**src/rtl/sun_pll_pkg.sv**
```systemverilog
// Shared types and ratio helpers for the PLL feedback divider.
package sun_pll_pkg;

    typedef enum logic [1:0] {
        OFF    = 2'd0,
        SETTLE = 2'd1,
        RUN    = 2'd2
    } fbdiv_state_t;

    // Ratios below 2 cannot form a high and a low phase, so they run as 2.
    function automatic int unsigned clamp_div(input int unsigned d);
        return (d < 32'd2) ? 32'd2 : d;
    endfunction

    // High phase gets the extra cycle for odd ratios.
    function automatic int unsigned div_hi(input int unsigned n);
        return (n + 32'd1) >> 1;
    endfunction

endpackage

```
**src/rtl/sun_pll_div_core.sv**
```systemverilog
// Divide-by-N counter: period counter, ratio latch, CK_FB and FB_PULSE generation.
module sun_pll_div_core
    import sun_pll_pkg::*;
#(
    parameter int DIV_W = 8
) (
    input  logic             ck,
    input  logic             rst_n,
    input  logic             en,
    input  logic             load,
    input  logic [DIV_W-1:0] div,
    output logic             wrap,
    output logic             ck_fb,
    output logic             fb_pulse,
    output logic [DIV_W-1:0] div_act
);

    logic [DIV_W-1:0] cnt_r;
    logic [DIV_W-1:0] div_act_r;
    logic             ck_fb_r;
    logic             fb_pulse_r;

    logic [DIV_W-1:0] n_s;
    logic [DIV_W-1:0] hi_s;
    logic [DIV_W-1:0] cnt_inc_s;
    logic             wrap_s;

    assign n_s       = DIV_W'(clamp_div(32'(div)));
    assign hi_s      = DIV_W'(div_hi(32'(div_act_r)));
    assign cnt_inc_s = cnt_r + DIV_W'(1);
    assign wrap_s    = (cnt_r == (div_act_r - DIV_W'(1)));

    // Period counter; the requested ratio is only taken at a period boundary.
    always_ff @(posedge ck or negedge rst_n) begin
        if (!rst_n) begin
            cnt_r      <= {DIV_W{1'b0}};
            div_act_r  <= DIV_W'(2);
            ck_fb_r    <= 1'b0;
            fb_pulse_r <= 1'b0;
        end else if (!en) begin
            cnt_r      <= {DIV_W{1'b0}};
            div_act_r  <= DIV_W'(2);
            ck_fb_r    <= 1'b0;
            fb_pulse_r <= 1'b0;
        end else if (load || wrap_s) begin
            cnt_r      <= {DIV_W{1'b0}};
            div_act_r  <= n_s;
            ck_fb_r    <= 1'b1;
            fb_pulse_r <= 1'b1;
        end else begin
            cnt_r      <= cnt_inc_s;
            ck_fb_r    <= (cnt_inc_s < hi_s);
            fb_pulse_r <= 1'b0;
        end
    end

    assign wrap     = wrap_s;
    assign ck_fb    = ck_fb_r;
    assign fb_pulse = fb_pulse_r;
    assign div_act  = div_act_r;

endmodule

```
**src/rtl/sun_pll_fbdiv.sv**
```systemverilog
// PLL feedback divider top: startup sequencing OFF -> SETTLE -> RUN around the divide core.
module sun_pll_fbdiv
    import sun_pll_pkg::*;
#(
    parameter int DIV_W      = 8,
    parameter int SETTLE_CYC = 16
) (
    input  logic             ck,
    input  logic             rst_n,
    input  logic             pwrup,
    input  logic [DIV_W-1:0] div,
    output logic             ck_fb,
    output logic             fb_pulse,
    output logic             ready,
    output logic [DIV_W-1:0] div_act
);

    localparam int SETTLE_W = $clog2(SETTLE_CYC + 1);

    fbdiv_state_t        state_r;
    fbdiv_state_t        state_nxt_s;
    logic [SETTLE_W-1:0] settle_r;
    logic [SETTLE_W-1:0] settle_nxt_s;
    logic [SETTLE_W-1:0] settle_inc_s;
    logic                ready_r;
    logic                ready_nxt_s;
    logic                load_s;
    logic                wrap_s;

    assign settle_inc_s = settle_r + SETTLE_W'(1);

    // Next-state, settle counting and core load request.
    always_comb begin
        state_nxt_s  = state_r;
        settle_nxt_s = settle_r;
        load_s       = 1'b0;
        case (state_r)
            OFF: begin
                settle_nxt_s = {SETTLE_W{1'b0}};
                if (pwrup) begin
                    state_nxt_s = SETTLE;
                    load_s      = 1'b1;
                end else begin
                    state_nxt_s = OFF;
                end
            end
            SETTLE: begin
                if (!pwrup) begin
                    state_nxt_s  = OFF;
                    settle_nxt_s = {SETTLE_W{1'b0}};
                end else if (wrap_s) begin
                    settle_nxt_s = settle_inc_s;
                    if (settle_inc_s == SETTLE_W'(SETTLE_CYC)) begin
                        state_nxt_s = RUN;
                    end else begin
                        state_nxt_s = SETTLE;
                    end
                end else begin
                    state_nxt_s = SETTLE;
                end
            end
            RUN: begin
                if (!pwrup) begin
                    state_nxt_s  = OFF;
                    settle_nxt_s = {SETTLE_W{1'b0}};
                end else begin
                    state_nxt_s = RUN;
                end
            end
            default: begin
                state_nxt_s  = OFF;
                settle_nxt_s = {SETTLE_W{1'b0}};
            end
        endcase
        ready_nxt_s = (state_nxt_s == RUN);
    end

    // State, settle counter and READY registers.
    always_ff @(posedge ck or negedge rst_n) begin
        if (!rst_n) begin
            state_r  <= OFF;
            settle_r <= {SETTLE_W{1'b0}};
            ready_r  <= 1'b0;
        end else begin
            state_r  <= state_nxt_s;
            settle_r <= settle_nxt_s;
            ready_r  <= ready_nxt_s;
        end
    end

    // Core is held cleared whenever PWRUP is low, which also outranks a coincident wrap.
    sun_pll_div_core #(
        .DIV_W(DIV_W)
    ) u_core (
        .ck       (ck),
        .rst_n    (rst_n),
        .en       (pwrup),
        .load     (load_s),
        .div      (div),
        .wrap     (wrap_s),
        .ck_fb    (ck_fb),
        .fb_pulse (fb_pulse),
        .div_act  (div_act)
    );

    assign ready = ready_r;

endmodule

```
**config.mk**
```make
export PLATFORM = sky130hd
export DESIGN_NAME = sun_pll_fbdiv
export DESIGN_NICKNAME = d
export VERILOG_FILES = /design/src/rtl/sun_pll_pkg.sv /design/src/rtl/sun_pll_div_core.sv /design/src/rtl/sun_pll_fbdiv.sv
export SDC_FILE = /design/constraint.sdc
export NUM_CORES = 1
export LEC_CHECK = 0
export ABC_AREA = 0
export BUFFER_PORTS_ARGS = -buffer_cell sky130_fd_sc_hd__buf_2
export CORE_MARGIN = 5
export CORE_UTILIZATION = 58
export DETAILED_ROUTE_END_ITERATION = 8
export GPL_ROUTABILITY_DRIVEN = 0
export PLACE_DENSITY = 0.83
export SYNTH_ARGS = -nofsm -noshare
export SYNTH_HDL_FRONTEND = slang
export SYNTH_SLANG_ARGS = --single-unit
```
**constraint.sdc**
```tcl
create_clock -name ck -period 3 [get_ports ck]
set_input_delay 0.9 -clock ck [delete_from_list [all_inputs] [get_ports ck]]
set_output_delay 0.9 -clock ck [all_outputs]
set_load 0.01 [all_outputs]
```
==> flow_metrics.tcl, run 1 <==
set metrics [dict create \
    maxSlewHeadroom_pct 58.82 \
    power.total_w 0.0007009 \
    start_util_pct 59.59 \
    min_period_ns 2.716 \
    synth_top_area_cell "dfrtp_1" \
    holdBufCountCts 0 \
    ys.warnings.count 0 \
    vias 1432 \
    ff2ff_setup_slack_ns 0.28 \
    grt_pass1_wl_um 6375 \
    synth_edf_count 0 \
    grt_pass1_vias 1434 \
    multiInputGateArea_um2 1071 \
    htreeDepth 1 \
    die_h_um 65.78 \
    n_fill_cell 253 \
    fin_nets 234 \
    dieArea_um2 4326 \
    clock_skew_ns 0.006923 \
    netlist_top_cells_count "dfrtp_1, nand2_1, nand3_1" \
    grt_max_degree 27 \
    setup_ws_ns 0.2844 \
    max_freq_ghz 0.3682 \
    routed_wl_um 3421 \
    post_cts_buffers 0 \
    drv_slew 0 \
    clk_pin_slew_ns 0.15 \
    netlist_area_um2 1804 \
    cts_tree "done" \
    syn_inst 194 \
    critPathArrivalTime_ns 2.95 \
    startpoint "u_core.div_act[0]" \
    crit_end "u_core.div_act[0]" \
    rsz0062_at_grt "false" \
    grt_usage_pct 18.48 \
    regArea_um2 651.9 \
    worstSetupPathType "flop to flop" \
    syn_area_per_cell_um2 9.300 \
    hold_viol_final 0 \
    synth_top_area_share_pct 34.67 \
    num_rows 20 \
    hold_path.class "input pin to async pin" \
    ys_async_sr_fraction_pct 100.0 \
    critPathCaptureType "flop" \
    avgViaCountPerCell 5.638 \
    area_growth_syn_to_layout_pct 8.461 \
    stdcell_area_um2 1957 \
    cp_data_required_time_ns 3.24 \
    grt_overflow 0 \
    cts_max_path_buffers 2 \
    place_ws_ns 0.3055 \
    dp_hpwl_um 2657 \
    syn-num-nets 217 \
    cts_made_buffers 3 \
    synth_top_flop_cell "dfrtp_1" \
    status "completed" \
    cts_root_buf "clkbuf_4" \
    cts-resized-gates 0 \
    first_pass_iters 4 \
    placement.io_buffers 21 \
    synth_most_common_cell "dfrtp_1" \
    clock_latency_ns 0.32 \
    placed_cell_area_um2 1921 \
    antenna_found_initial 0 \
    ys_seq_area_share_pct 36.13 \
    pin_count 22 \
    path_max_fanout 13 \
    ir_worst_vdd_mv 0.2741 \
    leakage_nw 0.9304 \
    worst_slew_pin_slew_ns 0.6149 \
    synth-seq-cells 26 \
    r2r-start "u_core.div_act[0]" \
    finalCritPeriodShare_pct 90.52 \
    drtIter0Drc 42 \
    antenna_left 0 \
    whs_ns 0.5454 \
    p_per_area_nw_per_um2 358.2 \
    final.setup.tns_ns 0 \
    drcViolationCount 0 \
    n_antenna_cell 0 \
    worst_setup_path_start_kind "flop" \
    cts.sinks 26 \
    core_um2 3028 \
    wl_per_cell_um 13.47 \
    drive_gt1_share_pct 16.67 \
    die_x_um 65.78 \
    cap_violations 0 \
    ys_types 45 \
    synthTopCellsByArea "dfrtp_1, ha_1, xnor2_1, xor2_1, nand2_1" \
    r2r-end "u_core.div_act[0]" \
    setup_violations 0 \
    r2r_cells 8 \
]
## registers in the layout (all words and copies together), names as in the netlist
signal,cells
u_core.cnt_r,8
u_core.div_act,8
settle_r,5
state_r,2
ready,1
u_core.ck_fb,1
u_core.fb_pulse,1
## placed cells by master (no fill, tap or decap), types with 6 or more instances in the layout
cell type  count
nor2_1        11
nand2b_1       6
dfrtp_1       25
mux2i_1        7
nand2_1       20
ha_1          12
nand3_1       13
xnor2_1       11
inv_1          6
xor2_1        10
nor2b_1        7
buf_2         21
o211ai_1       6
## where the power goes
part	switching [W]	leakage, nW	internal [W]	total, W
Sequential	0.0000203	0.348	0.000364	0.000384
Combinational	0.0000762	0.561	0.0000617	0.000138
Clock	0.000105	0.0210	0.0000742	0.000179
## worst min path at each step
stage	start	endpoint	slack, ns	cells past startpoint
after global routing	rst_n	u_core.ck_fb	0.58	1
after CTS	rst_n	u_core.cnt_r[3]	0.56	1
after floorplan	u_core.cnt_r[0]	u_core.cnt_r[0]	0.50	1
final	rst_n	u_core.cnt_r[4]	0.55	1
after global placement	settle_r[3]	settle_r[3]	0.55	2
after detailed placement	settle_r[4]	settle_r[4]	0.55	2
## cell type report
cell class | count | share of cell area [%]
clock buffer | 4 | 1.854
timing repair buffer | 23 | 6.138
multi-input combinational | 151 | 54.73
sequential | 26 | 33.31
inverter | 6 | 1.151
tap | 44 | 2.813
## worst max-delay path, stage by stage (launching register included)
cell and delay [ns]:
dfrtp_1 0.50, inv_1 0.09, ha_1 0.19, or3b_1 0.40
nor3_2 0.14, xnor2_1 0.10, or4_4 0.62, o21a_1 0.31
o31ai_1 0.28
## stage by stage
step	utilization [%]	instances
floorplan	-	194
global placement	63.43	250
detailed placement	63.43	250
CTS	64.63	254
global route	64.63	254
finish	64.63	254
## cells by family (layout without fill, tap and decap cells)
| group | after synthesis | in the layout | share of synthesized area, % |
|---|---|---|---|
| adder cells (fa/ha/maj) | 12 | 12 | 8.322 |
| AO/OA/AOI/OAI | 26 | 26 | 10.61 |
| XOR/XNOR | 21 | 21 | 10.19 |
| multiplexers | 8 | 8 | 4.508 |
| AND/OR/NAND/NOR | 84 | 84 | 25.73 |
| buffers and inverters | 17 | 33 | 4.508 |
| flip-flops | 26 | 26 | 36.13 |
## metal layers
| metal | track usage (%) | vias to the layer above | wire (µm) |
|---|---|---|---|
| met4 | 3.886 | 0 | 19 |
| met1 | 26.20 | 691 | 1709 |
| met5 | 0 | - | 0 |
| met2 | 29.79 | 23 | 1575 |
| li1 | - | 716 | - |
| met3 | 2.891 | 2 | 117 |
Note: power is estimated with default switching activity, not from simulation.
==> run 2, diff against run 1 <==
--- a/config.mk
+++ b/config.mk
@@ -7,11 +7,13 @@
 export LEC_CHECK = 0
 export ABC_AREA = 0
 export BUFFER_PORTS_ARGS = -buffer_cell sky130_fd_sc_hd__buf_2
+export CELL_PAD_IN_SITES_DETAIL_PLACEMENT = 1
+export CELL_PAD_IN_SITES_GLOBAL_PLACEMENT = 1
 export CORE_MARGIN = 5
-export CORE_UTILIZATION = 58
+export CORE_UTILIZATION = 48
 export DETAILED_ROUTE_END_ITERATION = 8
 export GPL_ROUTABILITY_DRIVEN = 0
-export PLACE_DENSITY = 0.83
+export PLACE_DENSITY = 0.88
 export SYNTH_ARGS = -nofsm -noshare
 export SYNTH_HDL_FRONTEND = slang
 export SYNTH_SLANG_ARGS = --single-unit
==> constraint.sdc (replaced) <==
create_clock -name ck -period 3.35 [get_ports ck]
set_input_delay 1.005 -clock ck [delete_from_list [all_inputs] [get_ports ck]]
set_output_delay 1.005 -clock ck [all_outputs]
set_load 0.01 [all_outputs]
==> run 2 against run 1 <==
Design area is 0.45% higher. Largest cell class unchanged. Cell count is 0.79% higher. Clock power grew 17%. Critical endpoint unchanged.
==> flow_metrics.tcl, run 2 (synthesis gave the netlist of run 1 again) <==
set metrics [dict create \
    placement.io_buffers 21 \
    die_x_um 71.31 \
    critPathCaptureType "flop" \
    n_fill_cell 427 \
    maxSlewHeadroom_pct 49.86 \
    cp_data_required_time_ns 3.54 \
    clock_latency_ns 0.28 \
    setup_violations 0 \
    grt_pass1_vias 1616 \
    hold_path.class "flop to flop" \
    cts_root_buf "clkbuf_8" \
    num_rows 22 \
    place_ws_ns 0.6173 \
    cts-resized-gates 0 \
    clk_pin_slew_ns 0.09 \
    drv_slew 0 \
    r2r-end "u_core.div_act[0]" \
    cts.sinks 26 \
    cts_tree "done" \
    min_period_ns 2.770 \
    placed_cell_area_um2 1911 \
    r2r_cells 6 \
    area_growth_syn_to_layout_pct 8.946 \
    core_um2 3661 \
    leakage_nw 0.9277 \
    antenna_left 0 \
    path_buf_inv 0 \
    drtIter0Drc 52 \
    clock_skew_ns 0.001006 \
    cts_max_path_buffers 2 \
    grt_overflow 0 \
    holdBufCountCts 0 \
    final_cell_mix "dfrtp_1, buf_2, nand2_1" \
    worst_setup_path_start_kind "flop" \
    hold_viol_final 0 \
    grt_usage_pct 19.45 \
    ir_worst_vdd_mv 0.2059 \
    stdcell_area_um2 1966 \
    wl_per_cell_um 18.09 \
    post_cts_buffers 0 \
    start_util_pct 49.28 \
    pin_count 22 \
    critPathMaxStageDelay_ns 0.56 \
    dp_hpwl_um 3335 \
    fin_nets 232 \
    startpoint "u_core.div_act[2]" \
    grt_pass1_wl_um 7852 \
    htreeDepth 1 \
    crit_end "u_core.div_act[0]" \
    cap_violations 0 \
    worst_slew_pin_slew_ns 0.7487 \
    cp.depth 6 \
    r2r-start "u_core.div_act[2]" \
    antenna_found_initial 0 \
    first_pass_iters 6 \
    cp_top_family "simple AND/OR/NAND/NOR gates" \
    rsz0062_at_grt "false" \
    dieArea_um2 5085 \
    finalCritPeriodShare_pct 82.70 \
    max_freq_ghz 0.3609 \
    n_antenna_cell 0 \
    drcViolationCount 0 \
    p_per_area_nw_per_um2 347.2 \
    grt_max_degree 27 \
    avgViaCountPerCell 5.898 \
    vias 1510 \
    routed_wl_um 4630 \
    die_h_um 71.31 \
    drive_gt1_share_pct 15.87 \
    critPathArrivalTime_ns 2.96 \
    critPathSlowestCell "or4_4" \
    ff2ff_setup_slack_ns 0.58 \
    final.setup.tns_ns 0 \
    worstSetupPathType "flop to flop" \
    setup_ws_ns 0.5795 \
    path_cells "or4_4 > nor4_1 > nor4_1 > or4_4 > o21a_1 > o31ai_1" \
    status "completed" \
    cts_made_buffers 3 \
    layout.cells.most_common "dfrtp_1" \
    path_max_fanout 13 \
]
==> run 2: cell count changes in the layout (fill, tap and decap cells not counted) <==
cell / before / now
buf_4: 2 / 0
clkbuf_8: 1 / 4
clkbuf_4: 3 / 0
==> run 2: stage by stage <==
stage	util (%)	power (W)	std cells	hold slack, ns
2_1_floorplan	-	0.0004355	194	0.4969
3_3_place_gp	52.19	0.0004688	252	0.5441
3_5_place_dp	52.19	0.0004770	252	0.5545
4_1_cts	53.69	0.0006862	256	0.5679
5_1_grt	53.69	0.0007196	256	0.6144
6_report	53.69	0.0006826	256	0.5881
==> run 2: per-layer routing <==
metal | track usage [%] | wire length (µm)
met3 | 3.647 | 191
met5 | 0 | 0
met2 | 33.88 | 2313
met4 | 7.098 | 66
met1 | 23.83 | 2058
==> run 2: worst min path at each step <==
stage / start / slack, ns / to / depth (start not counted)
2_1_floorplan: u_core.cnt_r[0] / 0.50 / u_core.cnt_r[0] / 1
3_3_place_gp: settle_r[4] / 0.54 / settle_r[4] / 2
3_5_place_dp: u_core.cnt_r[0] / 0.55 / u_core.cnt_r[0] / 1
4_1_cts: u_core.cnt_r[0] / 0.57 / u_core.cnt_r[0] / 1
5_1_grt: u_core.cnt_r[0] / 0.61 / u_core.cnt_r[0] / 1
6_report: u_core.cnt_r[0] / 0.59 / u_core.cnt_r[0] / 1
==> run 2: area by class of cell <==
type,instances,area [µm²],area share (%)
clock buffers,4,55.05,2.801
well taps,48,60.06,3.055
repair buffers,21,105.1,5.347
flip-flops and latches,26,651.9,33.16
multi-input cells,151,1071,54.49
inverters,6,22.52,1.146
==> run 2: worst reg2reg max path, cell delays in order (launching register included) <==
cell	delay, ns
dfrtp_1	0.52
or4_4	0.56
nor4_1	0.34
nor4_1	0.12
or4_4	0.53
o21a_1	0.33
o31ai_1	0.30
==> run 2: report_power, final <==
group / switching, W / internal [W] / leakage (nW)
clock network: 0.000104 / 0.000105 / 0.0288
registers: 0.0000251 / 0.000326 / 0.348
logic: 0.0000692 / 0.0000531 / 0.551
==> run 3, diff against run 2 <==
--- a/config.mk
+++ b/config.mk
@@ -5,15 +5,15 @@
 export SDC_FILE = /design/constraint.sdc
 export NUM_CORES = 1
 export LEC_CHECK = 0
-export ABC_AREA = 0
+export ABC_AREA = 1
 export BUFFER_PORTS_ARGS = -buffer_cell sky130_fd_sc_hd__buf_2
 export CELL_PAD_IN_SITES_DETAIL_PLACEMENT = 1
 export CELL_PAD_IN_SITES_GLOBAL_PLACEMENT = 1
 export CORE_MARGIN = 5
-export CORE_UTILIZATION = 48
+export CORE_UTILIZATION = 39
 export DETAILED_ROUTE_END_ITERATION = 8
 export GPL_ROUTABILITY_DRIVEN = 0
-export PLACE_DENSITY = 0.88
+export PLACE_DENSITY = 0.79
 export SYNTH_ARGS = -nofsm -noshare
 export SYNTH_HDL_FRONTEND = slang
 export SYNTH_SLANG_ARGS = --single-unit
==> constraint.sdc (replaced) <==
create_clock -name ck -period 2.35 [get_ports ck]
set_input_delay 0.705 -clock ck [delete_from_list [all_inputs] [get_ports ck]]
set_output_delay 0.705 -clock ck [all_outputs]
set_load 0.01 [all_outputs]
==> run 3 against run 2 <==
Combinational power rose to 2.7 times the previous value. Critical path type unchanged. Critical path depth rose by 4. First-iteration DRC count fell by 5.8%. Largest cell class unchanged. Largest power group unchanged.
==> flow_metrics.tcl, run 3 <==
set metrics [dict create \
    htreeDepth 1 \
    cts.sinks 26 \
    synth_edf_count 0 \
    dp_hpwl_um 4242 \
    min_period_ns 2.202 \
    clkPwrFrac_pct 31.8 \
    antenna_found_initial 0 \
    worst_slew_pin_slew_ns 0.6234 \
    drv_slew 0 \
    syn_area_per_cell_um2 7.474 \
    path_buf_inv 2 \
    cp_top_family "simple AND/OR/NAND/NOR gates" \
    routed_wl_um 5427 \
    finalCritPeriodShare_pct 93.69 \
    synth-seq-cells 26 \
    cts_made_buffers 3 \
    max_freq_ghz 0.4542 \
    setup_violations 0 \
    synth_compound_gate_area_share_pct 3.947 \
    synthAdderAreaFrac_pct 7.638 \
    layout.cells.most_common "nand2_1" \
    path_cells "inv_1 > ha_1 > xnor2_1 > nor2_1 > nand3_1 > nor2_2 > nand3_4 > nand3_4 > buf_4 > o21ai_2" \
    wl_per_cell_um 15.33 \
    synth_top_area_cell "dfrtp_1" \
    status "completed" \
    fin_nets 311 \
    stdcell_area_um2 2211 \
    syn-num-nets 286 \
    synthTopCellsByArea "dfrtp_1, nand2_1, nand3_1, ha_1, inv_1" \
    synth_simple_gate_area_share_pct 36.16 \
    grt_max_degree 27 \
    critPathCaptureType "flop" \
    power_switching_w 0.0004053 \
    placement.io_buffers 21 \
    final_cell_mix "nand2_1, inv_1, nand3_1" \
    intPower_w 0.0008266 \
    netlist_area_um2 1966 \
    ys_types 25 \
    clock_latency_ns 0.29 \
    synth_top_family_by_area "simple AND/OR/NAND/NOR gates" \
    clk_pin_slew_ns 0.10 \
    die_x_um 81.00 \
    avgViaCountPerCell 4.960 \
    cp_data_required_time_ns 2.53 \
    cts_root_buf "clkbuf_8" \
    area_growth_syn_to_layout_pct 12.48 \
    sequentialPowerShare_pct 41.3 \
    grt_pass1_vias 1916 \
    placed_cell_area_um2 2095 \
    leakage_nw 1.187 \
    holdBufCountCts 0 \
    hold_path.class "input pin to async pin" \
    path_max_fanout 11 \
    ys.warnings.count 0 \
    cts_tree "done" \
    p_comb_share_pct 26.9 \
    path_common_cell "nand3_4" \
    ir_worst_vdd_mv 0.2699 \
    dieArea_um2 6560 \
    cts_max_path_buffers 2 \
    swShare_pct 32.90 \
    die_h_um 81.00 \
    critPathArrivalTime_ns 2.39 \
    ys_async_sr_fraction_pct 100.0 \
    grt_pass1_wl_um 9197 \
    antenna_left 0 \
    vias 1756 \
    maxSlewHeadroom_pct 58.44 \
    worstSetupPathType "flop to flop" \
    critPathMaxStageDelay_ns 0.59 \
    synth_top_area_share_pct 31.83 \
    cap_violations 0 \
    grt_usage_pct 18.41 \
    n_antenna_cell 0 \
    num_rows 25 \
    drtIter0Drc 49 \
    p_per_area_nw_per_um2 557.2 \
    worst_setup_path_start_kind "flop" \
    drive_gt1_share_pct 17.07 \
    start_util_pct 40.81 \
    synth-xor-area-share_pct 8.020 \
    syn_inst 263 \
    first_pass_iters 4 \
    grt_overflow 0 \
    core_um2 4817 \
    critPathSlowestCell "dfstp_2" \
    drcViolationCount 0 \
    ys_seq_area_share_pct 33.16 \
    synth_top_flop_cell "dfrtp_1" \
    synthMuxAreaShare_pct 0 \
    pin_count 22 \
    synth_most_common_cell "nand2_1" \
    netlist_top_cells_count "nand2_1, inv_1, nand3_1" \
    power.total_w 0.001232 \
    hold_viol_final 0 \
    clock_skew_ns 0.003289 \
]
## run 3: worst reg2reg max path, cell delays in order (launching register included)
cell	delay (ns)
dfstp_2	0.59
inv_1	0.07
ha_1	0.31
xnor2_1	0.15
nor2_1	0.19
nand3_1	0.12
nor2_2	0.14
nand3_4	0.15
nand3_4	0.18
buf_4	0.16
o21ai_2	0.05
## run 3: final timing paths
check	startpoint	to	slack, ns	cells past startpoint
min in group ck	state_r[0]	state_r[0]	0.46	1
max in group asynchronous	rst_n	u_core.div_act[6]	1.52	1
worst max-delay path	u_core.div_act[1]	u_core.div_act[5]	0.15	10
worst min-delay path	rst_n	u_core.cnt_r[5]	0.42	1
worst min register to register	state_r[0]	state_r[0]	0.46	1
worst max register to register	u_core.div_act[1]	u_core.div_act[5]	0.15	10
## run 3: area by class of cell
type	count	area, µm²
Clock buffer	3	41.29
Clock inverter	1	30.03
Fill cell	662	2606
Inverter	40	150.1
Multi-Input combinational cell	191	1099
Sequential cell	26	651.9
Tap cell	67	83.83
Timing Repair Buffer	26	155.1
## run 3: cells by family after synthesis
group	Yosys count
buffers and inverters	46
xor gates and xnor gates	18
and+or+nand+nor	147
adders and majority gates	12
DFF	26
AOI/OAI and AO/OA	14
## run 3: per-stage QoR
step | cells | utilization, % | setup slack, ns | TNS, ns | hold WS, ns
6_report | 354 | 45.90 | 0.1484 | 0 | 0.4226
5_1_grt | 354 | 45.90 | -0.003262 | -0.003262 | 0.4707
2_1_floorplan | 263 | - | 0.3699 | 0 | 0.4094
4_1_cts | 350 | 44.96 | 0.07802 | 0 | 0.4477
3_3_place_gp | 346 | 43.48 | 0.1928 | 0 | 0.4318
3_5_place_dp | 346 | 43.48 | 0.1079 | 0 | 0.4401
## run 3: power by group through the flow
stage | combinational [W] | clock [W] | sequential [W]
2_1_floorplan | 0.000239 | 0 | 0.000505
3_3_place_gp | 0.000307 | 0 | 0.000516
3_5_place_dp | 0.000316 | 0 | 0.000517
4_1_cts | 0.000318 | 0.000398 | 0.000509
5_1_grt | 0.000377 | 0.000418 | 0.000511
6_report | 0.000331 | 0.000392 | 0.000508
## run 3: timing repair
action	in CTS	in global routing
endpoints found under the setup margin	0	9
hold endpoints to repair	0	0
resized for setup	0	1
buffers inserted	0	4
## run 3: routing by layer
metal | vias to the layer above | global-route usage [%] | part of all wire (%)
met5 | - | 0 | 0
met2 | 26 | 33.17 | 51
li1 | 867 | - | -
met1 | 852 | 22.14 | 44
met4 | 0 | 7.432 | 2.1
met3 | 11 | 2.106 | 2.7
